<file path="config.mk">
export PLATFORM = sky130hd
export DESIGN_NAME = dual_ram_pp_ctrl
export DESIGN_NICKNAME = d
export VERILOG_FILES = /design/src/rtl/dual_ram_pkg.sv /design/src/rtl/dual_ram_pp_ptr.sv /design/src/rtl/dual_ram_pp_ctrl.sv
export SDC_FILE = /design/constraint.sdc
export NUM_CORES = 1
export LEC_CHECK = 0
export ABC_AREA = 1
export CORE_MARGIN = 10
export CORE_UTILIZATION = 41
export CTS_CLUSTER_SIZE = 20
export DETAILED_ROUTE_END_ITERATION = 8
export PLACE_DENSITY = 0.73
export RECOVER_POWER = 25
export SYNTH_ARGS = -nofsm -noshare
export SYNTH_HDL_FRONTEND = slang
export SYNTH_SLANG_ARGS = --single-unit
</file>
<file path="constraint.sdc">
create_clock -name clk -period 1.1 [get_ports clk]
set_input_delay 0.22 -clock clk [delete_from_list [all_inputs] [get_ports clk]]
set_output_delay 0.22 -clock clk [all_outputs]
set_load 0.01 [all_outputs]
</file>
<file path="src/rtl/dual_ram_pkg.sv">
// Shared constants and bank-select encoding
// for the dual-RAM ping-pong controller.
package dual_ram_pkg;
  localparam int DEPTH_D = 8;
  localparam int AW_D    = 3;
  localparam int BEW_D   = 8;

  typedef enum logic {
    BANK_WR_RAM2 = 1'b0,
    BANK_WR_RAM1 = 1'b1
  } bank_t;
endpackage

</file>
<file path="src/rtl/dual_ram_pp_ptr.sv">
// Wrapping bank pointer with enable,
// synchronous clear and an at-last flag.
module dual_ram_pp_ptr #(
  parameter int DEPTH = 8,
  parameter int AW    = 3
) (
  input  logic          clk,
  input  logic          clr,
  input  logic          en,
  output logic [AW-1:0] ptr,
  output logic          last
);
  always_ff @(posedge clk) begin
    if (clr)     ptr <= '0;
    else if (en) ptr <= ptr + 1'b1;
  end

  assign last = (ptr == AW'(DEPTH - 1));
endmodule

</file>
<file path="src/rtl/dual_ram_pp_ctrl.sv">
// Ping-pong controller: producer fills one
// bank while the consumer drains the other.
module dual_ram_pp_ctrl
  import dual_ram_pkg::*;
#(
  parameter int DEPTH = DEPTH_D,
  parameter int AW    = AW_D,
  parameter int BEW   = BEW_D
) (
  input  logic           clk,
  input  logic           rst,
  input  logic           wr_valid,
  input  logic [BEW-1:0] wr_be,
  output logic           wr_ready,
  input  logic           rd_req,
  output logic           rd_ready,
  output logic           rd_valid,
  output logic           rd_last,
  output logic           rnw,
  output logic [AW-1:0]  wa,
  output logic [AW-1:0]  ra,
  output logic           din_valid,
  output logic [BEW-1:0] be,
  output logic [15:0]    swap_cnt,
  output logic [7:0]     drop_cnt
);
  bank_t bank;
  logic  w_full;
  logic  r_avail;
  logic  wr_fire;
  logic  rd_fire;
  logic  swap;
  logic  w_last;
  logic  r_last;
  logic  ptr_clr;

  assign wr_ready  = ~rst & ~w_full;
  assign rd_ready  = ~rst & r_avail;
  assign wr_fire   = wr_valid & wr_ready;
  assign rd_fire   = rd_req & rd_ready;
  // Both handshakes are closed while swapping.
  assign swap      = ~rst & w_full & ~r_avail;
  assign din_valid = wr_fire;
  assign be        = wr_fire ? wr_be : '1;
  assign rnw       = bank;
  assign ptr_clr   = rst | swap;

  dual_ram_pp_ptr #(
    .DEPTH(DEPTH),
    .AW   (AW)
  ) u_wptr (
    .clk (clk),
    .clr (ptr_clr),
    .en  (wr_fire),
    .ptr (wa),
    .last(w_last)
  );

  dual_ram_pp_ptr #(
    .DEPTH(DEPTH),
    .AW   (AW)
  ) u_rptr (
    .clk (clk),
    .clr (ptr_clr),
    .en  (rd_fire),
    .ptr (ra),
    .last(r_last)
  );

  always_ff @(posedge clk) begin
    if (rst) begin
      bank     <= BANK_WR_RAM1;
      w_full   <= 1'b0;
      r_avail  <= 1'b0;
      rd_valid <= 1'b0;
      rd_last  <= 1'b0;
      swap_cnt <= '0;
      drop_cnt <= '0;
    end else begin
      rd_valid <= rd_fire;
      rd_last  <= rd_fire & r_last;
      if (swap) begin
        bank     <= (bank == BANK_WR_RAM1) ?
                    BANK_WR_RAM2 : BANK_WR_RAM1;
        w_full   <= 1'b0;
        r_avail  <= 1'b1;
        swap_cnt <= swap_cnt + 16'd1;
      end else begin
        if (wr_fire && w_last) w_full  <= 1'b1;
        if (rd_fire && r_last) r_avail <= 1'b0;
      end
      if (wr_valid && !wr_ready && drop_cnt != 8'hFF)
        drop_cnt <= drop_cnt + 8'd1;
    end
  end
endmodule
</file>
## Word level (Yosys, flattened, before mapping)

Index checks and enable logic that the tools add are counted.

- Output and inout bits: 44
- Input bits: 12
- Word-level logic and storage cells: 38
- Bits in registers: 35

- Reduce and logical (&&, ||, !) cells: 7
- Muxes and demuxes: 4
- Bitwise logic cells: 11
- Equality and inequality tests: 3
- Add/subtract/negate cells: 4

Operator list:

| kind | number |
|---|---|
| 16-bit by 1-bit adder with 16-bit output (second input constant) | 1 |
| 8-bit by 1-bit adder with 8-bit output (second input constant) | 1 |
| 8-bit two-way mux | 1 |
| 8-bit != test (second input constant) | 1 |
| 1-bit AND | 7 |
| 3-bit by 1-bit adder with 3-bit output (second input constant) | 2 |
| 3-bit == test (second input constant) | 2 |
| 1-bit logical AND | 4 |
| 1-bit two-way mux | 3 |
| 1-bit inverter | 3 |
| 2-bit nonzero test | 1 |
| 2-bit OR reduction | 1 |
| 1-bit zero test | 1 |
| 1-bit bitwise OR | 1 |

## Logic depth before layout (Yosys ltp)

Gate-level depths: netlist of run 1.

- Depth after elaboration: 6
- Mapped depth: 9
- Depth with buffers taken out: 9

## Modules after synthesis

A second synthesis of run 1 with hierarchy kept.

- Cell total of the unflattened synthesis: 247
- Area, all modules: 1,740.4 sq um

By module, submodules not included:

| module | seq. area each (sq um) | area each (sq um) | times used | cells an instance |
|---|---|---|---|---|
| dual_ram_pp_ctrl | 580.6 | 1,457.6 | 1 | 207 |
| dual_ram_pp_ptr | 60.1 | 141.4 | 2 | 20 |

## Worst setup path after synthesis of run 1

No wires, ideal clock.

- Path type: flip-flop to flip-flop
- From: reg drop_cnt[0]
- To: reg drop_cnt[0]
- Data required time: 0.972 ns
- Slack: -0.230 ns
- Setup time: 0.128 ns
- Clock period less this slack: 1.330 ns
- Path buffers: 0
- Stages on the path, launching flop included: 8
- Data arrival time: 1.203 ns
- Path through: dfxtp_1 ha_1 nand2_1 nor2_2 nand2_2 nand2_4 xor2_1 nor2_1

- Longest elaborated chain between the ends: 2
- Elaborated cells between the ends (all ways): 3
- Those cells by class: add/sub (1); eq/ne (1); reduce/logical (1)

Ends and longest elaborated chain:

| what | RTL line | text |
|---|---|---|
| start, declared | dual_ram_pp_ctrl.sv:25 | `output logic [7:0] drop_cnt` |
| start signal, assigned | dual_ram_pp_ctrl.sv:93 | `drop_cnt <= drop_cnt + 8'd1;` |
| parallel branches: the longest is 2 deep, another holds 8-bit by 1-bit adder with 8-bit output | - |  |

Several ways; the timed one is not identified.
A chain may end at the register's enable or synchronous reset.

## Worst setup path after layout of run 1

- From: reg w_full
- To: out be[7]

- Longest elaborated chain between the ends: 4

Ends and longest elaborated chain:

| what | RTL line | text |
|---|---|---|
| start, declared | dual_ram_pp_ctrl.sv:28 | `logic w_full;` |
| start signal, assigned | dual_ram_pp_ctrl.sv:73 | `w_full <= 1'b0;` |
| start signal, assigned | dual_ram_pp_ctrl.sv:85 | `w_full <= 1'b0;` |
| start signal, assigned | dual_ram_pp_ctrl.sv:89 | `if (wr_fire && w_last) w_full <= 1'b1;` |
| 1-bit inverter | dual_ram_pp_ctrl.sv:37 | `assign wr_ready = ~rst & ~w_full;` |
| 1-bit AND | dual_ram_pp_ctrl.sv:37 |  |
| 1-bit AND | dual_ram_pp_ctrl.sv:39 | `assign wr_fire = wr_valid & wr_ready;` |
| 8-bit two-way mux | dual_ram_pp_ctrl.sv:44 | `assign be = wr_fire ? wr_be : '1;` |
| end, declared | dual_ram_pp_ctrl.sv:23 | `output logic [BEW-1:0] be,` |

Every way passes these cells.

==> impl_metrics.tcl, run 1 <==
set metrics [dict create \
    io-pin-count 56 \
    place_hpwl_mm 3.64 \
    rr_startpoint "w_full$_SDFFE_PP0P_" \
    numCtsBuffers 5 \
    die_area_mm2 0.00723 \
    ff_latch_area_um2 758 \
    multi_input_area_mm2 0.00115 \
    yosysUniqueCellTypes 27 \
    path_max_fanout 5 \
    antenna_cells 0 \
    area_growth_pct 76.8 \
    synth_top_area_cell "dfxtp_1" \
    vias_per_cell 5.02 \
    setup_slack_ns -0.334 \
    dpl-instance-area_mm2 0.00268 \
    drt_wl_total_mm 6.10 \
    htreeDepth 2 \
    worstHoldStart "swap_cnt[6]$_SDFFE_PP0P_" \
    grt_pass1_wl_mm 9.57 \
    synth_top_area_share_pct 40.4 \
    ir_drop_mv 0.891 \
    stdcell_area_mm2 0.00306 \
    outcome "finished, violations left" \
    syn-num-nets 248 \
    fin_skew_ns 0.00645 \
    io_buffer_count 55 \
    core_area_mm2 0.00406 \
    reg2regPathDepth 8 \
    relSlewSlack_pct 79.0 \
    whs_ns 0.456 \
    hold_violations 0 \
    route.detailed.drc 0 \
    rows 23 \
    power_density_mw_per_mm2 811 \
    r2r_end "drop_cnt[4]$_SDFFE_PP0P_" \
    nets 370 \
    end_kind "output port" \
    fmax_mhz 698 \
    yosysWarnings 0 \
    dr_total_vias 2024 \
    r2r_slack_ns -0.23 \
    globalplace.congestion 0.845 \
    antenna_left 0 \
    antenna_found_initial 0 \
    worstSkewPairLatency_ns 0.29 \
    violations "setup timing" \
    period_share_pct 130 \
    worstPathArrival_ns 1.21 \
    setup_viol 43 \
    path_class "flip-flop to output port" \
    fin_crit_ns 1.43 \
    tightest_slew_ns 0.315 \
    grt_pass1_vias 2004 \
    track_usage_pct 15.9 \
    initial_core_util_pct 42.7 \
    holdPathStages 1 \
    cts.clk_slew.worst_paths_ns 0.07 \
    max_cap_violations 0 \
    maxSlewViolCount 0 \
    syn_avg_cell_area_um2 7.53 \
    first_pass_iters 4 \
    crit_path_start_kind "flip-flop" \
    first_iter_violations 80 \
    yosysSeqAreaShare_pct 40.4 \
    cp.required_ns 0.88 \
    worst_hold_path.endpoint "swap_cnt[6]$_SDFFE_PP0P_" \
    grt_max_degree 11 \
    drive_gt1_share_pct 52.1 \
    hold_buffers 0 \
    die_y_um 85.0 \
    cts_buffer_depth 2 \
    wl_per_cell_um 15.1 \
    netlist_top_cells_area "dfxtp_1 (40%), nand2_1 (9.5%), nor2_1 (6.5%), inv_1 (4.8%), a21oi_1 (4.3%)" \
    synth.cell_area_mm2 0.00173 \
    synth_cells 230 \
    grt_overflow_total 0 \
    die_w_um 85.0 \
    clockRootBuffer "clkbuf_8" \
    ys_ff_latch 35 \
    pre_cts_ws_ns -0.876 \
    cts_tree "yes" \
    grt_setup_unrepaired "yes" \
    p_leak_nw 1.38 \
    nFillCells 285 \
    cts_sinks 35 \
    power.total_mw 2.48 \
    hold_class "flip-flop to flip-flop" \
]
[cells in the mapped netlist]
master	count
nand2_2	4
inv_2	3
buf_2	2
nor3_4	1
nand4_1	8
nor2_4	4
a21oi_1	15
o21ai_1	1
nor3_2	1
xor2_1	8
buf_6	1
or2_1	8
dfxtp_1	35
nand3_4	1
nor2_1	30
nand2_4	1
nor3_1	7
o21ai_0	6
nand3_1	13
clkbuf_1	1
a22o_1	1
nor3b_1	1
o31ai_1	1
inv_1	22
ha_1	6
nand2_1	44
nor2_2	5
[registers in the layout, summed over array words and instances (netlist names)]
register,count
rnw,1
w_full,1
u_wptr.ptr,3
rd_last,1
rd_valid,1
u_rptr.ptr,3
r_avail,1
drop_cnt,8
swap_cnt,16
[stage by stage]
step,std cells,util [%],setup TNS (ns)
3_5_place_dp,368,66.1,-30.36
6_report,403,75.5,-7.90
2_1_floorplan,230,-,-1.44
4_1_cts,396,74.8,-6.91
5_1_grt,403,75.5,-10.79
3_3_place_gp,368,66.1,-29.40
[what timing repair did]
item / in CTS / in global routing
setup buffers: 19 / 8
pin swaps: 22 / 19
setup endpoints to repair: 79 / 64
gates cloned: 2 / 0
gates resized for setup: 208 / 47
hold endpoints to repair: 0 / 0
[per-layer routing]
layer,vias up,track usage (%),routed length [µm]
met1,974,17.4,2440
li1,993,-,-
met2,47,28.2,3280
met4,0,5.84,97
met3,10,4.88,292
met5,-,0,0
[layout by cell type (no fill, tap or decap), drive strengths merged]
master and instances:
or2 8, a21oi 15, clkinv 1, ha 6
o31ai 1, nor2 39, nand2 50, nand4 8
clkdlybuf4s15 6, inv 25, dfxtp 35, dlygate4sd2 1
xor2 8, a22o 1, nand3 15, o21ai 7
buf 94, clkdlybuf4s50 9, nor3 9, nor3b 1
clkbuf 14
[logic make-up (layout without fill, tap and decap cells)]
family	Yosys count	after routing	synth area share, %
AOI/OAI and AO/OA	24	24	7.29
xor gates and xnor gates	8	8	4.04
adders and majority gates	6	6	4.33
buffers and inverters	29	150	6.86
DFF	35	35	40.4
and+or+nand+nor	128	130	37.0
[worst max path at each step]
| stage | endpoint | slack (ns) | startpoint | depth (start not counted) |
|---|---|---|---|---|
| 6_report | be[7] | -0.33 | w_full$_SDFFE_PP0P_ | 4 |
| 3_3_place_gp | be[0] | -0.86 | rst | 5 |
| 5_1_grt | be[4] | -0.40 | w_full$_SDFFE_PP0P_ | 4 |
| 4_1_cts | be[6] | -0.34 | w_full$_SDFFE_PP0P_ | 4 |
| 3_5_place_dp | be[0] | -0.88 | rst | 5 |
| 2_1_floorplan | be[0] | -0.15 | rst | 5 |
[cell type report]
| cell class | count | area share, % |
|---|---|---|
| flip-flops and latches | 35 | 24.7 |
| clock buffers | 7 | 2.49 |
| well taps | 50 | 2.04 |
| repair buffers | 117 | 29.7 |
| clock inverters | 1 | 0.163 |
| inverters | 25 | 3.31 |
| multi-input cells | 168 | 37.5 |
[power breakdown]
group,switching (mW),internal (mW)
clock,0.477,0.445
combinational,0.131,0.155
sequential,0.0139,1.26
[critical path, cell delays in order, from the launching register on]
cell and delay, ns:
dfxtp_2 0.34, nor2_4 0.15, nand2_2 0.09, or2_1 0.21
buf_2 0.14
Power figures use the tool's default switching activity.
==> run 2: changes to the inputs <==
CORE_ASPECT_RATIO = 1.5   (was unset)
==> impl_metrics.tcl, run 2 (synthesis results as in run 1) <==
set metrics [dict create \
    worst_hold_path.endpoint "u_wptr.ptr[1]$_SDFFE_PP0P_" \
    crit_path_start_kind "flip-flop" \
    track_usage_pct 15.3 \
    outcome "finished, violations left" \
    wl_per_cell_um 15.1 \
    p_sw_share_pct 25.8 \
    internal-power_mw 1.86 \
    seqPwrFrac_pct 51.1 \
    first_iter_violations 123 \
    end_kind "output port" \
    grt_pass1_vias 2059 \
    rr_startpoint "w_full$_SDFFE_PP0P_" \
    largest_register_ffs 16 \
    fmax_mhz 704 \
    reg2regPathDepth 9 \
    initial_core_util_pct 43.0 \
    globalplace.congestion 0.817 \
    nets 366 \
    path_class "flip-flop to output port" \
    antenna_found_initial 0 \
    worstPathArrival_ns 1.20 \
    io-pin-count 56 \
    worstSkewPairLatency_ns 0.29 \
    first_pass_iters 4 \
    comb_power_share_pct 11.7 \
    tns_ns -8.26 \
    numCtsBuffers 5 \
    clockRootBuffer "clkbuf_8" \
    tightest_slew_ns 0.331 \
    drt_wl_total_mm 5.94 \
    antenna_cells 0 \
    io_buffer_count 55 \
    power.total_mw 2.50 \
    dr_total_vias 2026 \
    p_sw_uw 646 \
    htreeDepth 2 \
    area_growth_pct 80.9 \
    core_area_mm2 0.00403 \
    vias_per_cell 5.14 \
    layout.cells.non_filler 394 \
    cp.required_ns 0.88 \
    holdPathStages 2 \
    place_hpwl_mm 3.76 \
    pwr-share-clk_pct 37.2 \
    layout_common_cells "nand2_1 (40), buf_4 (40), nor2_1 (23), buf_2 (23), buf_6 (22)" \
    rows 28 \
    ir_drop_mv 1.10 \
    maxSlewViolCount 0 \
    r2r_slack_ns -0.28 \
    p_leak_nw 1.37 \
    cts_sinks 35 \
    relSlewSlack_pct 77.8 \
    antenna_left 0 \
    fin_skew_ns 0.00687 \
    grt_overflow_total 0 \
    setup_slack_ns -0.320 \
    die_w_um 73.1 \
    setup_viol 46 \
    hold_buffers 0 \
    cts_buffer_depth 2 \
    grt_max_degree 12 \
    max_cap_violations 0 \
    regMostFlops "swap_cnt" \
    grt_setup_unrepaired "yes" \
    die_y_um 99.6 \
    hold_violations 0 \
    cts_tree "yes" \
    r2r_end "drop_cnt[7]$_SDFFE_PP0P_" \
    grt_pass1_wl_mm 9.13 \
    reg.largest.list "swap_cnt x16, drop_cnt x8" \
    fin_crit_ns 1.42 \
    hold_class "flip-flop to flip-flop" \
    cts.clk_slew.worst_paths_ns 0.08 \
    route.detailed.drc 0 \
    dp_cells 363 \
    worstHoldStart "u_wptr.ptr[1]$_SDFFE_PP0P_" \
    die_area_mm2 0.00728 \
    period_share_pct 129 \
    violations "setup timing" \
    drive_gt1_share_pct 56.4 \
    power_density_mw_per_mm2 798 \
    path_max_fanout 5 \
]
==> run 2: per-layer routing <==
layer | global-route usage (%) | wire, µm | share of wire, % | vias to the layer above
met5 | 0 | 0 | 0 | -
met4 | 8.36 | 102 | 1.7 | 0
met3 | 4.98 | 435 | 7.3 | 10
met2 | 27.0 | 3190 | 54 | 70
met1 | 15.1 | 2210 | 37 | 963
li1 | - | - | - | 983
==> run 2: worst max-delay path by stage <==
stage	start	endpoint	slack (ns)	depth (start not counted)
finish	w_full$_SDFFE_PP0P_	be[7]	-0.32	4
global route	w_full$_SDFFE_PP0P_	drop_cnt[7]$_SDFFE_PP0P_	-0.40	9
CTS	w_full$_SDFFE_PP0P_	be[2]	-0.35	4
detailed placement	rst	be[0]	-0.81	5
global placement	rst	be[0]	-0.79	5
floorplan	rst	be[0]	-0.15	5
==> run 2: area by class of cell <==
cell class	count	area, µm²
Fill cell	265	895
Clock inverter	3	15.0
Sequential cell	35	754
Tap cell	45	56.3
Multi-Input combinational cell	167	1180
Timing Repair Buffer	114	967
Inverter	25	96.3
Clock buffer	5	68.8
==> run 2: what timing repair did <==
action	CTS	global route
gates resized for setup	209	54
pin swaps	24	26
endpoints found under the setup margin	79	60
buffers inserted	13	12
cloned	1	0
==> run 2: power groups by stage <==
| stage | logic (mW) | clock network, mW | registers (mW) |
|---|---|---|---|
| finish | 0.293 | 0.931 | 1.28 |
| global route | 0.319 | 0.981 | 1.28 |
| CTS | 0.263 | 0.937 | 1.28 |
| detailed placement | 0.250 | 0 | 1.32 |
| global placement | 0.248 | 0 | 1.32 |
| floorplan | 0.0954 | 0 | 1.33 |
==> run 2: critical path, cell delays in order, from the launching register on <==
cell and delay (ns):
dfxtp_2 0.34, nor2_4 0.12, nand2_2 0.10, or2_1 0.21, buf_2 0.14
==> run 2: per-stage QoR <==
step | setup WS (ns) | hold WS [ns] | util [%] | cell area, µm²
floorplan | -0.154 | 0.382 | - | 1830
global placement | -0.788 | 0.451 | 66.4 | 2680
detailed placement | -0.811 | 0.460 | 66.4 | 2680
CTS | -0.348 | 0.483 | 73.9 | 2980
global route | -0.397 | 0.509 | 77.8 | 3130
finish | -0.320 | 0.492 | 77.8 | 3130
